--- src/rtl/vga_rx_monitor_if.sv ---
// VGA connector-side signals plus the recovered timing/pixel results of the receive monitor.
// The source (generator or bench) is master; the monitor is slave.
interface vga_rx_monitor_if;
  logic        hsync;
  logic        vsync;
  logic [7:0]  rgb;
  logic        locked;
  logic        pix_valid;
  logic [10:0] pix_x;
  logic [10:0] pix_y;
  logic [7:0]  pix_rgb;
  logic        frame_done;
  logic [15:0] frame_sum;
  logic [15:0] h_period;
  logic [10:0] v_lines;
  logic [7:0]  err_count;

  modport master (
    output hsync, vsync, rgb,
    input  locked, pix_valid, pix_x, pix_y, pix_rgb, frame_done, frame_sum, h_period,
           v_lines, err_count
  );

  modport slave (
    input  hsync, vsync, rgb,
    output locked, pix_valid, pix_x, pix_y, pix_rgb, frame_done, frame_sum, h_period,
           v_lines, err_count
  );
endinterface

--- src/rtl/vga_rx_monitor.sv ---
// VGA receive monitor: measures sync timing, locks via search/acquire/locked, and recovers
// pixel coordinates, colour and a per-frame checksum.
module vga_rx_monitor #(
  parameter int unsigned CLKS_PER_PIXEL = 4,
  parameter int unsigned H_TOTAL        = 800,
  parameter int unsigned H_START        = 144,
  parameter int unsigned H_VISIBLE      = 640,
  parameter int unsigned V_TOTAL        = 525,
  parameter int unsigned V_START        = 35,
  parameter int unsigned V_VISIBLE      = 480,
  parameter int unsigned LOCK_FRAMES    = 2
) (
  input logic              clk,
  input logic              reset_n,
  vga_rx_monitor_if.slave  bus
);

  localparam int unsigned LineClks     = H_TOTAL * CLKS_PER_PIXEL;
  localparam int unsigned TimeoutLines = 2 * V_TOTAL;

  typedef enum logic [1:0] {StSearch, StAcquire, StLocked} state_e;

  logic [1:0]  hs_sync_q, vs_sync_q;
  logic        hs_prev_q, vs_prev_q;
  logic [7:0]  rgb_d1_q, rgb_d2_q;
  logic [15:0] h_count_q, h_period_q;
  logic [10:0] line_count_q, v_lines_q;
  logic        line_bad_q;
  state_e      state_q;
  logic [7:0]  good_cnt_q, err_count_q;
  logic        locked_q, frame_done_q;
  logic [15:0] frame_sum_q, acc_q;
  logic        pix_valid_q;
  logic [10:0] pix_x_q, pix_y_q;
  logic [7:0]  pix_rgb_q;

  logic        hs_fall, vs_fall, timeout, frame_close, frame_good;
  logic [15:0] period_next, pix_col;
  logic        period_ok, x_in, y_in, pix_hit;

  assign hs_fall     = hs_prev_q & ~hs_sync_q[1];
  assign vs_fall     = vs_prev_q & ~vs_sync_q[1];
  assign period_next = (h_count_q == 16'hFFFF) ? 16'hFFFF : h_count_q + 16'd1;
  assign period_ok   = (period_next == 16'(LineClks));
  assign timeout     = ~vs_fall && (line_count_q >= 11'(TimeoutLines));
  assign frame_close = vs_fall | timeout;
  // A line ending in the closing cycle still belongs to the frame being closed.
  assign frame_good  = vs_fall && !line_bad_q && !(hs_fall && !period_ok) &&
                       (line_count_q == 11'(V_TOTAL));

  assign pix_col = h_count_q / 16'(CLKS_PER_PIXEL);
  assign x_in    = (pix_col >= 16'(H_START)) && (pix_col < 16'(H_START + H_VISIBLE));
  assign y_in    = (line_count_q >= 11'(V_START)) &&
                   (line_count_q < 11'(V_START + V_VISIBLE));
  assign pix_hit = (state_q == StLocked) && x_in && y_in &&
                   ((h_count_q % 16'(CLKS_PER_PIXEL)) == 16'd0);

  always_ff @(posedge clk or negedge reset_n) begin
    if (!reset_n) begin
      hs_sync_q <= '0;
      vs_sync_q <= '0;
      hs_prev_q <= 1'b0;
      vs_prev_q <= 1'b0;
      rgb_d1_q  <= '0;
      rgb_d2_q  <= '0;
    end else begin
      hs_sync_q <= {hs_sync_q[0], bus.hsync};
      vs_sync_q <= {vs_sync_q[0], bus.vsync};
      hs_prev_q <= hs_sync_q[1];
      vs_prev_q <= vs_sync_q[1];
      rgb_d1_q  <= bus.rgb;
      rgb_d2_q  <= rgb_d1_q;
    end
  end

  always_ff @(posedge clk or negedge reset_n) begin
    if (!reset_n) begin
      h_count_q    <= '0;
      h_period_q   <= '0;
      line_count_q <= '0;
      v_lines_q    <= '0;
      line_bad_q   <= 1'b0;
    end else begin
      if (hs_fall) begin
        h_count_q  <= '0;
        h_period_q <= period_next;
      end else if (h_count_q != 16'hFFFF) begin
        h_count_q <= h_count_q + 16'd1;
      end
      if (frame_close) begin
        line_count_q <= hs_fall ? 11'd1 : 11'd0;
      end else if (hs_fall) begin
        line_count_q <= line_count_q + 11'd1;
      end
      if (vs_fall) v_lines_q <= line_count_q;
      if (frame_close)               line_bad_q <= 1'b0;
      else if (hs_fall && !period_ok) line_bad_q <= 1'b1;
    end
  end

  always_ff @(posedge clk or negedge reset_n) begin
    if (!reset_n) begin
      state_q      <= StSearch;
      good_cnt_q   <= '0;
      err_count_q  <= '0;
      locked_q     <= 1'b0;
      frame_done_q <= 1'b0;
      frame_sum_q  <= '0;
      acc_q        <= '0;
    end else begin
      frame_done_q <= 1'b0;
      if (pix_hit) acc_q <= acc_q + {8'd0, rgb_d2_q};
      unique case (state_q)
        StSearch: begin
          if (vs_fall) state_q <= StAcquire;
        end
        StAcquire: begin
          if (timeout) begin
            state_q    <= StSearch;
            good_cnt_q <= '0;
          end else if (vs_fall) begin
            if (!frame_good) begin
              good_cnt_q <= '0;
            end else if (good_cnt_q + 8'd1 >= 8'(LOCK_FRAMES)) begin
              state_q    <= StLocked;
              locked_q   <= 1'b1;
              good_cnt_q <= '0;
            end else begin
              good_cnt_q <= good_cnt_q + 8'd1;
            end
          end
        end
        StLocked: begin
          if (frame_close) begin
            acc_q <= '0;
            if (frame_good) begin
              frame_done_q <= 1'b1;
              frame_sum_q  <= acc_q;
            end else begin
              state_q    <= StSearch;
              locked_q   <= 1'b0;
              good_cnt_q <= '0;
              if (err_count_q != 8'hFF) err_count_q <= err_count_q + 8'd1;
            end
          end
        end
        default: state_q <= StSearch;
      endcase
    end
  end

  // Coordinates and colour hold their last values between strobes.
  always_ff @(posedge clk or negedge reset_n) begin
    if (!reset_n) begin
      pix_valid_q <= 1'b0;
      pix_x_q     <= '0;
      pix_y_q     <= '0;
      pix_rgb_q   <= '0;
    end else begin
      pix_valid_q <= pix_hit;
      if (pix_hit) begin
        pix_x_q   <= 11'(pix_col - 16'(H_START));
        pix_y_q   <= line_count_q - 11'(V_START);
        pix_rgb_q <= rgb_d2_q;
      end
    end
  end

  assign bus.locked     = locked_q;
  assign bus.pix_valid  = pix_valid_q;
  assign bus.pix_x      = pix_x_q;
  assign bus.pix_y      = pix_y_q;
  assign bus.pix_rgb    = pix_rgb_q;
  assign bus.frame_done = frame_done_q;
  assign bus.frame_sum  = frame_sum_q;
  assign bus.h_period   = h_period_q;
  assign bus.v_lines    = v_lines_q;
  assign bus.err_count  = err_count_q;

endmodule

--- src/flat_wrapper.sv ---
// flat-port wrapper written by rule: the top's interface ports become plain ports
module vga_rx_monitor_flat 
#(
  parameter int unsigned CLKS_PER_PIXEL = 4,
  parameter int unsigned H_TOTAL        = 800,
  parameter int unsigned H_START        = 144,
  parameter int unsigned H_VISIBLE      = 640,
  parameter int unsigned V_TOTAL        = 525,
  parameter int unsigned V_START        = 35,
  parameter int unsigned V_VISIBLE      = 480,
  parameter int unsigned LOCK_FRAMES    = 2
)
  (clk, reset_n, bus_hsync, bus_vsync, bus_rgb, bus_locked, bus_pix_valid, bus_pix_x, bus_pix_y, bus_pix_rgb, bus_frame_done, bus_frame_sum, bus_h_period, bus_v_lines, bus_err_count);
  vga_rx_monitor_if bus_i ();
  input logic clk;
  input logic reset_n;
  input wire logic [$bits(bus_i.hsync)-1:0] bus_hsync;
  input wire logic [$bits(bus_i.vsync)-1:0] bus_vsync;
  input wire logic [$bits(bus_i.rgb)-1:0] bus_rgb;
  output wire logic [$bits(bus_i.locked)-1:0] bus_locked;
  output wire logic [$bits(bus_i.pix_valid)-1:0] bus_pix_valid;
  output wire logic [$bits(bus_i.pix_x)-1:0] bus_pix_x;
  output wire logic [$bits(bus_i.pix_y)-1:0] bus_pix_y;
  output wire logic [$bits(bus_i.pix_rgb)-1:0] bus_pix_rgb;
  output wire logic [$bits(bus_i.frame_done)-1:0] bus_frame_done;
  output wire logic [$bits(bus_i.frame_sum)-1:0] bus_frame_sum;
  output wire logic [$bits(bus_i.h_period)-1:0] bus_h_period;
  output wire logic [$bits(bus_i.v_lines)-1:0] bus_v_lines;
  output wire logic [$bits(bus_i.err_count)-1:0] bus_err_count;
  assign bus_i.hsync = bus_hsync;
  assign bus_i.vsync = bus_vsync;
  assign bus_i.rgb = bus_rgb;
  assign bus_locked = bus_i.locked;
  assign bus_pix_valid = bus_i.pix_valid;
  assign bus_pix_x = bus_i.pix_x;
  assign bus_pix_y = bus_i.pix_y;
  assign bus_pix_rgb = bus_i.pix_rgb;
  assign bus_frame_done = bus_i.frame_done;
  assign bus_frame_sum = bus_i.frame_sum;
  assign bus_h_period = bus_i.h_period;
  assign bus_v_lines = bus_i.v_lines;
  assign bus_err_count = bus_i.err_count;
  vga_rx_monitor #(.CLKS_PER_PIXEL(CLKS_PER_PIXEL), .H_TOTAL(H_TOTAL), .H_START(H_START), .H_VISIBLE(H_VISIBLE), .V_TOTAL(V_TOTAL), .V_START(V_START), .V_VISIBLE(V_VISIBLE), .LOCK_FRAMES(LOCK_FRAMES)) u_core (.clk(clk), .reset_n(reset_n), .bus(bus_i));
endmodule
--- config.mk ---
export PLATFORM = sky130hd
export DESIGN_NAME = vga_rx_monitor_flat
export DESIGN_NICKNAME = d
export VERILOG_FILES = /design/src/rtl/vga_rx_monitor_if.sv /design/src/rtl/vga_rx_monitor.sv /design/src/flat_wrapper.sv
export SDC_FILE = /design/constraint.sdc
export NUM_CORES = 1
export LEC_CHECK = 0
export BUFFER_PORTS_ARGS = -buffer_cell sky130_fd_sc_hd__buf_2
export CAP_MARGIN = 20
export CORE_MARGIN = 2
export CORE_UTILIZATION = 58
export CTS_CLUSTER_DIAMETER = 80
export DETAILED_ROUTE_END_ITERATION = 16
export GPL_ROUTABILITY_DRIVEN = 0
export PLACE_DENSITY = 0.87
export SLEW_MARGIN = 20
export SYNTH_ARGS = -nofsm -noshare
export SYNTH_HDL_FRONTEND = slang
export SYNTH_SLANG_ARGS = --single-unit
--- constraint.sdc ---
create_clock -name clk -period 4.25 [get_ports clk]
set_input_delay 0.425 -clock clk [delete_from_list [all_inputs] [get_ports clk]]
set_output_delay 0.425 -clock clk [all_outputs]
set_load 0.03 [all_outputs]
# Yosys cells after proc, flatten, opt, wreduce, memory -nomap -nowiden
# Index checks and enable logic that the tools add are counted.
# totals
wordCells	119
register_bits	160
n_memories	0
latch_bits	0
mem_bits_rw	0
romBits	0
in_bits	12
out_inout_bits	84
# classes
n_eq_ne	17
n_reduce_logical	24
addsub	7
n_bitwise	7
n_div	0
n_mul	0
shift	0
n_mux	36
n_lt_le_gt_ge	6
# op_table
cell	n
two-way mux 16 bit	6
two-way mux 8 bit	6
two-way mux 11 bit	2
adder 16 x 1 -> 16 bit (second input constant)	1
adder 16 x 8 -> 16 bit	1
adder 8 x 1 -> 8 bit (second input constant)	2
== test 16 x 12 -> 1 bit (second input constant)	1
== test 16 bit (second input constant)	1
logical NOT 16 bit	1
inequality test 16 bit (second input constant)	1
one-hot mux 8 bit (2 select lines)	1
greater-or-equal comparator 14 x 8 -> 1 bit (second input constant)	1
less-than comparator 14 x 10 -> 1 bit (second input constant)	1
two-way mux 2 bit	7
two-way mux 1 bit	12
adder 11 x 1 -> 11 bit (second input constant)	1
== test 11 x 10 -> 1 bit (second input constant)	1
greater-or-equal comparator 11 bit (second input constant)	1
greater-or-equal comparator 11 x 6 -> 1 bit (second input constant)	1
less-than comparator 11 x 10 -> 1 bit (second input constant)	1
subtractor 11 x 6 -> 11 bit (second input constant)	1
subtractor 11 x 8 -> 11 bit (second input constant)	1
logical AND 1 bit	10
inequality test 2 x 1 -> 1 bit (second input constant)	5
18 further kinds	31

# Longest topological paths before layout
# Gate-level depths: netlist of the first run.
# logic_depth
depth_word	12
depth_mapped	13
depth_no_buf	10

# Worst setup path after synthesis of the first run
# No wires, ideal clock.
# synth_path
path_type	flip-flop to flip-flop
start	register u_core.h_count_q[0]
end	register u_core.good_cnt_q[0]
required_time_ns	4.125
path_slack_ns	1.249
period_less_slack_ns	3.001
arrival_time_ns	2.876
setup_time_ns	0.125
path_buffers	2
path_stages_with_launch	12
path_cell_list	dfrtp_1 -> ha_1 -> nand4_1 -> or2_1 -> buf_2 -> or4_1 -> buf_2 -> nand4b_2 -> o41ai_4 -> and2b_1 -> a31oi_1 -> mux2_2
# synth_via
elab_chain_cells	12
elab_cells_between_ends	15
classes_between	add/sub: 1; eq/ne: 3; mux: 5; reduce/logical: 6
# synth_lines
item	line	source
start: declaration	vga_rx_monitor.sv:26	logic [15:0] h_count_q, h_period_q;
start signal: assignment	vga_rx_monitor.sv:88	h_count_q <= h_count_q + 16'd1;
adder 16 x 1 -> 16 bit or == test 16 bit (tied branches)	vga_rx_monitor.sv:43	assign period_next = (h_count_q == 16'hFFFF) ? 16'hFFFF : h_count_q + 16'd1;
two-way mux 16 bit *	vga_rx_monitor.sv:43	
== test 16 x 12 -> 1 bit *	vga_rx_monitor.sv:44	assign period_ok = (period_next == 16'(LineClks));
logical NOT 1 bit *	vga_rx_monitor.sv:48	assign frame_good = vs_fall && !line_bad_q && !(hs_fall && !period_ok) &&
logical AND 1 bit *	vga_rx_monitor.sv:48	
logical NOT 1 bit *	vga_rx_monitor.sv:48	
logical AND 1 bit * (2 in series)	vga_rx_monitor.sv:48	
two-way mux 8 bit	vga_rx_monitor.sv:122	if (!frame_good) begin
two-way mux 8 bit	vga_rx_monitor.sv:121	end else if (vs_fall) begin
two-way mux 8 bit	vga_rx_monitor.sv:118	if (timeout) begin
one-hot mux 8 bit (2 select lines)	vga_rx_monitor.sv:113	unique case (state_q)
end signal: assignment	vga_rx_monitor.sv:129	good_cnt_q <= good_cnt_q + 8'd1;
end: declaration	vga_rx_monitor.sv:30	logic [7:0] good_cnt_q, err_count_q;
# Every way passes the cells marked *; elsewhere a longest branch is shown, timed or not. The select of a mux whose other input is x is not followed.
# A chain may end at the register's enable or synchronous reset.

# Worst setup path in the final report of the first run
# Ends and elaborated chain as after synthesis.

==> run summary, run 1 <==
The register area share after synthesis is between 50% and 60%. With fillers left out, the area of the finished cells amounts to 8590 µm². The detailed placement HPWL is 10700 µm. The initial antenna violation count came out at 0. Detailed routing inserted a total of 5400 vias. The number of global-route vias before repair came out at 5284. Data on the critical path arrives at its endpoint at 3.84 ns. The final period demand of the worst path is ~3.5 ns. The worst setup path is captured at a register.

Counting distinct cell types in the post-synthesis netlist gives 66. The area share of and/or/nand/nor cells after synthesis came out at ~18%. Clock-pin slew was measured on the worst setup and hold paths at 0.06 ns. Setup repair after global routing left no endpoint under its margin. The relative max-transition margin is 47.8%. The number of cells after detailed placement is 940.

The core outline area is 12500 µm². After detailed routing, the number of vias per cell comes to 5.56. The worst-margin pin slew came out at slightly below 0.8 ns. The number of core rows came out at 41. On the critical path, the stage with the largest delay is an instance of or4_1. The total inserted antenna cells came out at 0. The net count after synthesis came out at 742. On the worst path, the slowest cell contributes a delay of 0.81 ns. Traced cell by cell, the critical path runs through ha_1, nand4_1, or2_1, or4_1, nand4b_2, o41ai_4, and2b_1, a31oi_1, mux2_2.

Across the routed clock network, the largest skew measured is approximately 0.010 ns. The synthesized flop and latch total is 160. Input and output buffers added on the ports amount to 95. The worst ir drop on vdd came out at 0.000238 V.

The minimum setup slack in the final design is 0.719 ns. The number of buffers added for setup after CTS came out at 0. The gate count of the mapped netlist is 707.

The portion of synthesized area spent on multiplexers is around 5.2%. The tightest hold path in the finished design has a slack of 0.0240 ns. The min-delay analysis places its worst path in the category input pin to async pin.

The worst setup path is launched from a register. Summing the areas of all fa, ha and maj instances in the mapped netlist gives under 10% of the synthesized area. The count of nets after finishing came out at just over 800. The first-pass GRT wire length is 26300 µm. The largest net degree at the start of global routing came out at 86.

After synthesis, the largest family of logic cells by area is simple AND/OR/NAND/NOR gates. Of the cells placed in the final design, the portion with a size suffix greater than 1 is 21.8%. The final cell count without fillers came out at around 970. The setup path with the least slack is of type register to register.

The total routing usage reported by global routing is 25.1%. Dividing the synthesized area by the synthesized cell count gives 10.5 µm². The width of the die is 117 µm. The tree is rooted in a clkbuf_16. The residual DRC count came out at 0.

The most critical setup path has its startpoint at u_core.h_count_q[0]$_DFFE_PN0P_. The leading register cell type out of synthesis is dfrtp_1. The number of enable flip-flop cells after synthesis came out at 0.

The power density over the cells came out at 417 nW/µm². The top achievable clock speed came out at 283 MHz. The final count of hold timing violations came out at 0. The final number of max-transition violations came out at 0. The number of sinks on the clock net is between 150 and 200.

The flow ran to the end, and the final reports show no timing, DRC or antenna violations. In this run the critical register-to-register path is launched from u_core.h_count_q[0]$_DFFE_PN0P_. The count of yosys warnings during synthesis is 0. The chip height is between 100 and 150 µm.

The leakage power total came out at 4.41 nW. Buffers inserted during clock tree synthesis total 17. 96 I/O pins were placed. Wires add up to 15800 µm.

The routed wirelength normalized by instance count is approximately 16 µm. The post-synthesis xor/xnor area fraction is 6.51%. The H-tree was split into 4 levels. Max-cap violations in this run came to 0. The post-synthesis async set-or-reset flop share came out at 100%.

The top fanout value on the critical path came out at 16. TritonCTS built the clock tree. The starting DRC count in detailed routing is 366.

The number of gates resized after cts came out at 0. The number of endpoints failing setup at the final stage came out at 0. The required time reported for the critical path endpoint is 4.56 ns. Adding up every negative setup slack in the final design gives 0 ns. The worst-case clock buffer depth is 2. Clock latency on the worst-skew pair, taken at its later pin, is roughly 0.42 ns. Once the floorplan was initialized, standard cells occupied 59.1% of the core. In the finished design, the share of the clock period the worst path needs comes to between 80% and 90%.

The area of the die is 13700 µm². The number of antenna-violating nets in the routed design is 0. The hold-fix buffer count after cts is 0. The summed instance area of the synthesized netlist came out at 7400 µm². Summing the areas of all compound-gate instances in the mapped netlist gives 8.79% of the synthesized area. Global routing finished with a remaining overflow of 0. The placed standard-cell area came out at between 7000 and 8000 µm². The first-pass iteration count of the detailed router came out at 5.

The pre-CTS setup slack is 0.746 ns. The synthesis-to-finish area growth came out at 16.1%.
==> kinds of logic after synthesis <==
| family | count (synthesis) |
|---|---|
| AO/OA/AOI/OAI | 104 |
| XOR/XNOR | 55 |
| adder cells (fa/ha/maj) | 23 |
| buffers and inverters | 59 |
| flip-flops | 160 |
| multiplexers | 32 |
| AND/OR/NAND/NOR | 274 |
==> per-layer routing <==
metal | global-route usage (%) | vias to the layer above | share of wire, %
li1 | - | 2565 | -
met1 | 34.4 | 2617 | 45
met2 | 39.7 | 184 | 48
met3 | 4.74 | 34 | 5.3
met4 | 10.3 | 0 | 1.8
met5 | 0 | - | 0
==> synth_stat cells, types with 2 or more instances <==
cell type    n  area share, %
or3_1        6           0.51
nand3_1     17            1.1
nand4_1     10           0.85
clkbuf_1    27            1.4
nor4_1       7           0.59
o21bai_1     2           0.20
or2_2        4           0.34
and3_1       8           0.68
nand4b_1     2           0.24
buf_1        3           0.15
o22a_1       2           0.24
o211ai_1     2           0.20
ha_1        22            3.7
and2_1       6           0.51
dfrtp_1    160             54
nand2b_1     3           0.25
and2b_1      7           0.71
mux2_2      18            2.7
mux2i_1      5           0.68
buf_4        3           0.30
a31oi_1     11           0.93
nand2_1    106            5.4
mux2_4       9            1.8
nor2_1      67            3.4
xnor2_1     37            4.4
buf_2        6           0.41
inv_1       18           0.91
xor2_1      18            2.1
a211oi_1     2           0.20
a21o_1       2           0.20
nor3_1      13           0.88
o21ai_0     43            2.9
nor2b_1      4           0.34
o31ai_1      2           0.20
o21a_1       2           0.20
a21oi_1     23            1.6
==> layout make-up <==
| type | instances | area [µm²] |
|---|---|---|
| clock buffers | 21 | 460 |
| well taps | 172 | 215 |
| inverters | 18 | 67.6 |
| repair buffers | 102 | 547 |
| fillers | 914 | 3920 |
| clock inverters | 11 | 154 |
| multi-input cells | 488 | 3150 |
| flip-flops and latches | 160 | 4000 |
==> report_power, final <==
| group | total [W] | switching [W] | internal, W |
|---|---|---|---|
| combinational | 0.000360 | 0.000227 | 0.000133 |
| clock | 0.00157 | 0.000608 | 0.000960 |
| sequential | 0.00166 | 0.0000717 | 0.00158 |
| total | 0.00358 | 0.000906 | 0.00268 |
==> metrics by stage <==
step	total power, W	util [%]
final	0.00358	68.7
after global routing	0.00371	68.7
after CTS	0.00360	68.7
after detailed placement	0.00204	63.7
after global placement	0.00202	63.7
after floorplan	0.00192	-
==> state kept, by name, indices dropped and copies added (netlist names), 11 cells and up <==
register,count
u_core.bus.pix_x,11
u_core.bus.v_lines,11
u_core.bus.pix_y,11
u_core.h_count_q,16
u_core.acc_q,16
u_core.line_count_q,11
u_core.bus.frame_sum,16
u_core.bus.h_period,16
==> placed cells by master (no fill, tap or decap), drive strengths merged, types with 7 or more instances in the layout <==
cell / netlist / final
dfrtp: 160 / 160
nand2: 107 / 107
buf: 14 / 102
nor2: 67 / 67
o21ai: 43 / 43
xnor2: 37 / 37
mux2: 27 / 27
a21oi: 24 / 24
ha: 22 / 22
clkbuf: 27 / 21
inv: 18 / 20
xor2: 18 / 18
nand3: 17 / 17
nor3: 13 / 13
nand4: 12 / 12
a31oi: 11 / 11
and3: 8 / 8
nor4: 8 / 8
and2b: 7 / 7
==> path summary, 6_finish.rpt <==
path,to,cells past startpoint,slack [ns]
worst max-delay path,u_core.good_cnt_q[0]$_DFFE_PN0P_,9,0.72
worst min-delay path,u_core.bus.h_period[7]$_DFFE_PN0P_,1,0.02
worst max register to register,u_core.good_cnt_q[0]$_DFFE_PN0P_,9,0.72
worst min register to register,u_core.rgb_d2_q[5]$_DFF_PN0_,0,0.35
max in group asynchronous,u_core.bus.pix_rgb[5]$_DFFE_PN0N_,2,3.37
min in group clk,u_core.rgb_d1_q[1]$_DFF_PN0_,1,0.10
==> critical path, delay by kind of cell (launching register included) <==
family,cells,cell delay [ns]
adder cells (fa/ha/maj),1,0.27
flip-flops,1,0.45
AND/OR/NAND/NOR,5,1.72
multiplexers,1,0.40
AO/OA/AOI/OAI,2,0.58
(Power assumes the default switching activity.)
==> run 2, diff against run 1 <==
Settings changed: CORE_UTILIZATION 58 to 52, PLACE_DENSITY 0.87 to 0.83.
Clock period 4.25 ns to 3.2 ns, I/O delays scaled along.
==> run summary, run 2 (synthesis gave the netlist of run 1 again) <==
The area growth from synthesis to layout is 18.7%. The overall power consumption is 0.00466 W (+30%). The signal on the critical path passes through ha_2, nand4_1, nor3_2, mux2i_1, nand4b_2, o41ai_4, and2b_1, and3_1, buf_12, mux2_2.

The vias after detailed routing came out at 5456 (+1.0%). The first-pass GRT wire length is 27600 µm (+5.0%). TritonCTS built the clock tree. The number of buffers inserted by port buffering was 95 (unchanged).

CTS placed an instance of clkbuf_16 at the clock tree root. The final number of max-transition violations is 0 (unchanged). The total inserted antenna cells came out at 0 (unchanged).

The routed wirelength normalized by instance count was 16.4 µm (+1.1%). The checks that failed: negative hold slack. The chip height was 123 µm (+5.4%). The worst ir drop on vdd came to 0.000317 V (+33%).

The number of sinks on the clock net came to 160 (unchanged). The top fanout value on the critical path came out at 17 (+1). The number of buffers added for setup after CTS came out at 0 (unchanged).

The count of nets after finishing is 846 (+2.9%). The sum of buffers and inverters on the critical path was 1 (+1). The area of the die is 15200 µm² (+11%).

The clock latency on the worst-skew pair came out at 0.43 ns (about the same). The classification of the worst setup path is register to register. The number of endpoints failing setup at the final stage came out at 0 (unchanged). The total number of H-tree levels came out at 4 (unchanged). The tightest min-delay check is of the input pin to async pin type. The total overflow reported by the global router is 0 (unchanged). The initial standard-cell utilization of the core came out at 53.3% (-5.8 points). The tightest hold margin is -0.0348 ns (-0.0588 ns). The relative max-transition margin came out at 42.4% (-5.4 points). The number of maximum-capacitance violations came out at 0 (unchanged). The first-pass iteration count of the detailed router is 5 (unchanged). The worst-margin pin slew came out at 0.864 ns (+0.0813 ns). Leaving out fill and tap cells, the most frequent cell in the layout is dfrtp_1. The width of the die is 123 µm (+5.4%). The final period demand of the worst path is 3.00 ns (-0.529 ns). The top achievable clock speed was 333 MHz (+18%). In the layout the commonest cells are dfrtp_1 (157), nand2_1 (106), buf_2 (94).

The detailed placement HPWL is 11100 µm (+4.3%). The fraction of the cycle the final worst path needs came out at 93.8% (+11 points). The number of core rows came to 43 (+4.9%).

The largest clock skew in the final design is 0.00786 ns (-0.00257 ns). The number of global-route vias before repair is 5528 (+4.6%). The cell type of the slowest stage on the worst timing path is dfrtp_2. The largest net degree at the start of global routing was 94 (+9.3%). The storage element area came to 4010 µm² (about the same). The power density over the cells is 530 nW/µm² (+27%). The total routing usage reported by global routing is 23.6% (-1.5 points).

The via-per-instance ratio came out at 5.43 (-2.2%). The worst path arrival time is 3.32 ns (-0.52 ns). The clock slew at the register clock pins of the worst setup and hold paths came out at 0.07 ns (about the same). The worst setup path is launched from a register.

Among cell families on the critical path, the largest total delay comes from simple AND/OR/NAND/NOR gates. The worst-case clock buffer depth is 2 (unchanged). The core outline area is 13900 µm² (+11%). The leakage power total is 4.50 nW (+1.9%).

The final sum of negative setup slack came out at 0 ns (unchanged). The final-layout fill cell count is 1095 (+20%). The fraction of layout instances using a drive strength above 1 is 23.9% (+2.2 points). The maximum single-stage delay on the critical path is 0.43 ns (-0.38 ns). The final count of hold timing violations came out at 18 (+18).

The required time reported for the critical path endpoint is 3.51 ns (-1.05 ns). The flow ran to the end, but the final reports show violations. The starting DRC count in detailed routing came out at 355 (-3.0%).

The footprint of the multi-input gates is 3170 µm² (+0.68%). The initial antenna violation count is 0 (unchanged). The worst setup path is captured at a register. The number of top-level design ports was 96 (unchanged). The total length of routed wires was 16500 µm (+4.5%). The residual DRC count is 0 (unchanged). The number of antenna-violating nets in the routed design came out at 0 (unchanged).

Setup repair after global routing left no endpoint under its margin. The CTS buffer count is 17 (unchanged).
[run 2: cell count changes in the layout (fill, tap and decap cells not counted), moves of 3 or more]
cell,before,now
buf_4,6,20
dfrtp_2,0,3
dlygate4sd3_1,0,10
dfrtp_1,160,157
[run 2: final cells by class]
| type | count | area share [%] |
|---|---|---|
| Multi-Input combinational cell | 488 | 36.0 |
| Sequential cell | 160 | 45.6 |
| Clock inverter | 13 | 1.44 |
| Inverter | 18 | 0.769 |
| Timing Repair Buffer | 126 | 8.56 |
| Tap cell | 180 | 2.56 |
| Clock buffer | 19 | 5.04 |
[run 2: metal layers]
metal  GRT usage (%)  vias to the layer above  routed length [µm]
li1                -                     2609                   -
met1            31.2                     2674                7370
met2            37.7                      145                8040
met3            5.44                       28                 824
met4            9.23                        0                 268
met5               0                        -                   0
[run 2: power breakdown]
| part | switching, W | internal, W |
|---|---|---|
| clock | 0.000854 | 0.00110 |
| combinational | 0.000309 | 0.000194 |
| sequential | 0.0000925 | 0.00210 |
| total | 0.00126 | 0.00340 |
[run 2: what timing repair did]
| item | CTS | global route |
|---|---|---|
| setup endpoints to repair | 0 | 17 |
| hold buffers | 10 | 0 |
| hold endpoints to repair | 10 | 0 |
| gates resized for setup | 0 | 8 |
[run 2: worst paths after layout]
check / start / end / slack (ns) / depth (start not counted)
setup / recovery: u_core.h_count_q[0]$_DFFE_PN0P_ / u_core.bus.frame_sum[1]$_DFFE_PN0P_ / 0.20 / 10
min in group clk: u_core.hs_sync_q[0]$_DFF_PN0_ / u_core.hs_sync_q[1]$_DFF_PN0_ / 0.35 / 0
hold / removal: reset_n / u_core.bus.h_period[11]$_DFFE_PN0P_ / -0.03 / 1
max in group asynchronous: reset_n / u_core.bus.pix_y[9]$_DFFE_PN0N_ / 2.33 / 2
hold reg to reg: u_core.hs_sync_q[0]$_DFF_PN0_ / u_core.hs_sync_q[1]$_DFF_PN0_ / 0.35 / 0
setup reg to reg: u_core.h_count_q[0]$_DFFE_PN0P_ / u_core.bus.frame_sum[1]$_DFFE_PN0P_ / 0.20 / 10
[run 2: through the flow]
stage	setup slack, ns	utilization [%]	cell area, µm²	cells
3_3_place_gp	0.240	58.3	8090	962
5_1_grt	0.00192	63.3	8790	1004
6_report	0.198	63.3	8790	1004
3_5_place_dp	0.123	58.3	8090	962
4_1_cts	0.106	63.1	8760	1004
2_1_floorplan	0.199	-	7400	707
[run 2: worst reg2reg max path: stages, from the launching register on]
cell	delay (ns)
dfrtp_2	0.43
ha_2	0.23
nand4_1	0.18
nor3_2	0.25
mux2i_1	0.29
nand4b_2	0.16
o41ai_4	0.39
and2b_1	0.20
and3_1	0.21
buf_12	0.18
mux2_2	0.37
==> run 3, diff against run 2 <==
==> constraint.sdc (replaced) <==
create_clock -name clk -period 3.2 [get_ports clk]
set_input_delay 0.64 -clock clk [delete_from_list [all_inputs] [get_ports clk]]
set_output_delay 0.64 -clock clk [all_outputs]
set_load 0.03 [all_outputs]
==> run summary, run 3 (synthesis gave the netlist of run 1 again) <==
The highest metal layer carrying signal wires in the routed design is met4. The initial antenna violation count came out at 0 (unchanged). The clock slew at the register clock pins of the worst setup and hold paths is 0.06 ns (about the same).

The amount of wire on met2 after detailed routing came out at 8300 µm (+3.2%). The largest clock skew in the final design is 0.0104 ns (+0.00250 ns). The maximum single-stage delay on the critical path is 0.50 ns (+0.07 ns). The number of buffers inserted by port buffering came out at 95 (unchanged). The initial standard-cell utilization of the core was 53.3% (unchanged).

The number of top-level design ports was 96 (unchanged). The setup slack of the worst register-to-register path came out at 0.15 ns (-0.04 ns). The final sum of negative setup slack is 0 ns (unchanged). The leakage power total came out at 4.49 nW (about the same). The root buffer cell is clkbuf_16.

The vias after detailed routing came out at 5476 (+0.37%). The top achievable clock speed was 328 MHz (-1.4%). Setup repair after global routing left no endpoint under its margin.

The largest delay contributor family on the critical path is simple AND/OR/NAND/NOR gates. The hold-fix buffer count after cts came to 0 (-10). The worst-margin pin slew is 0.749 ns (-0.115 ns). The starting DRC count in detailed routing came out at 485 (+37%).

The cell type of the slowest stage on the worst timing path is dfrtp_1. The total inserted antenna cells is 0 (unchanged). The total routing usage reported by global routing was 23.1% (-0.42 points). The total overflow reported by the global router came to 0 (unchanged).

The library cell used most frequently in the layout, excluding fill and tap cells, is dfrtp_1. The worst hold path belongs to the class input pin to async pin. The type of element capturing the critical path is a register. The clock latency on the worst-skew pair is 0.43 ns (about the same). Walking the worst path, the cells encountered are nand4_2, nor4_4, nand3_1, a211o_1, o41ai_4, and2b_1, and3_1, buf_12, mux2_2. The final cell count without fillers was 994 (-1.0%). The final number of max-transition violations is 0 (unchanged). The sum of buffers and inverters on the critical path is 1 (unchanged). The worst setup path is launched from a register. The power density over the cells was 559 nW/µm² (+5.4%). The CTS buffer count is 17 (unchanged). TritonCTS built the clock tree.

The number of maximum-capacitance violations is 0 (unchanged). The number of core rows is 43 (unchanged). The core outline area is 13900 µm² (unchanged). The number of sinks on the clock net is 160 (unchanged). The first-pass GRT wire length is 27200 µm (-1.6%). The worst setup path is of the register to register kind. The pre-CTS setup slack came out at 0.162 ns (+0.0388 ns). Compared with the post-synthesis result, the final layout area differs by 18.5%. The minimum setup slack in the final design came out at 0.155 ns (-0.0434 ns). The largest net degree at the start of global routing is 72 (-23%).

The fraction of layout instances using a drive strength above 1 came out at 23.5% (-0.44 points). The routed length on met1 came to 7260 µm (-1.6%). The area of the die is 15200 µm² (unchanged). The chip height came out at 123 µm (unchanged). The top fanout value on the critical path is 17 (unchanged). The final count of hold timing violations is 0 (-18). The fraction of the cycle the final worst path needs came to 95.2% (+1.4 points). The number of antenna-violating nets in the routed design came out at 0 (unchanged). The run finished with clean final reports. The number of cells after detailed placement came to 962 (unchanged). The utilization after layout was 63.2% (-0.15 points). The top cell types in the final layout, fill and taps aside, are dfrtp_1 (157), nand2_1 (106), buf_2 (94). The number of global-route vias before repair came out at 5402 (-2.3%).

The first-pass iteration count of the detailed router came out at 5 (unchanged). The worst path arrival time is 3.35 ns (+0.03 ns). The routed wirelength normalized by instance count is 16.7 µm (+1.5%). The number of endpoints failing setup at the final stage came out at 0 (unchanged). The residual DRC count is 0 (unchanged).

The count of nets after finishing came out at 836 (-1.2%). The required time reported for the critical path endpoint is 3.51 ns (about the same). The final period demand of the worst path is 3.05 ns (+0.0434 ns).

The width of the die came out at 123 µm (unchanged). The worst ir drop on vdd is 0.000372 V (+17%). The relative max-transition margin is 49.4% (+7.0 points).

The detailed placement HPWL was 11200 µm (+0.57%). The worst-case clock buffer depth was 2 (unchanged). The total length of routed wires is 16600 µm (+0.52%). The wire length on met3 came out at 817 µm (-0.85%). The via-per-instance ratio is 5.51 (+1.4%). The total number of H-tree levels came out at 4 (unchanged).
[run 3: cell count changes in the layout (fill, tap and decap cells not counted), moves of 2 or more]
cell,before,now
dlygate4sd3_1,10,0
bufinv_16,1,5
clkbuf_1,1,3
nor3_2,2,0
nor3_1,11,13
clkinv_4,2,0
inv_6,4,0
[run 3: cell type report]
| cell class | count | area (µm²) |
|---|---|---|
| sequential | 160 | 4010 |
| clock inverter | 10 | 183 |
| tap | 180 | 225 |
| timing repair buffer | 116 | 664 |
| clock buffer | 22 | 464 |
| fill | 1063 | 5110 |
| multi-input combinational | 488 | 3160 |
| inverter | 18 | 67.6 |
[run 3: through the flow]
stage,total power (W),hold slack [ns],cell area (µm²)
after floorplan,0.00255,0.331,7400
after global placement,0.00271,0.332,8110
after detailed placement,0.00272,0.335,8110
after CTS,0.00493,0.249,8750
after global routing,0.00510,0.280,8770
final,0.00490,0.228,8770
[run 3: power by group]
| group | total [W] | switching (W) | internal, W | leakage, nW |
|---|---|---|---|---|
| registers | 0.00220 | 0.0000945 | 0.00211 | 2.15 |
| clock network | 0.00221 | 0.000784 | 0.00142 | 0.306 |
| logic | 0.000492 | 0.000305 | 0.000187 | 2.04 |
| total | 0.00490 | 0.00118 | 0.00372 | 4.49 |
[run 3: routing by layer]
layer  vias to the layer above  track usage, %
met5                         -               0
met4                         0            7.95
met3                        23            4.94
met2                       167            37.0
met1                      2694            31.5
li1                       2592               -
[run 3: timing repair]
item,in CTS,in global routing
endpoints found under the setup margin,0,15
resized for setup,0,5
setup buffers,0,0
[run 3: final timing paths]
check | from | to | depth (start not counted)
hold reg to reg | u_core.rgb_d1_q[7]$_DFF_PN0_ | u_core.rgb_d2_q[7]$_DFF_PN0_ | 0
min in group clk | bus_rgb[2] | u_core.rgb_d1_q[2]$_DFF_PN0_ | 1
max in group asynchronous | reset_n | u_core.rgb_d2_q[3]$_DFF_PN0_ | 2
setup reg to reg | u_core.h_count_q[2]$_DFFE_PN0P_ | u_core.bus.frame_sum[1]$_DFFE_PN0P_ | 9
setup / recovery | u_core.h_count_q[2]$_DFFE_PN0P_ | u_core.bus.frame_sum[1]$_DFFE_PN0P_ | 9
hold / removal | reset_n | u_core.bus.h_period[2]$_DFFE_PN0P_ | 1
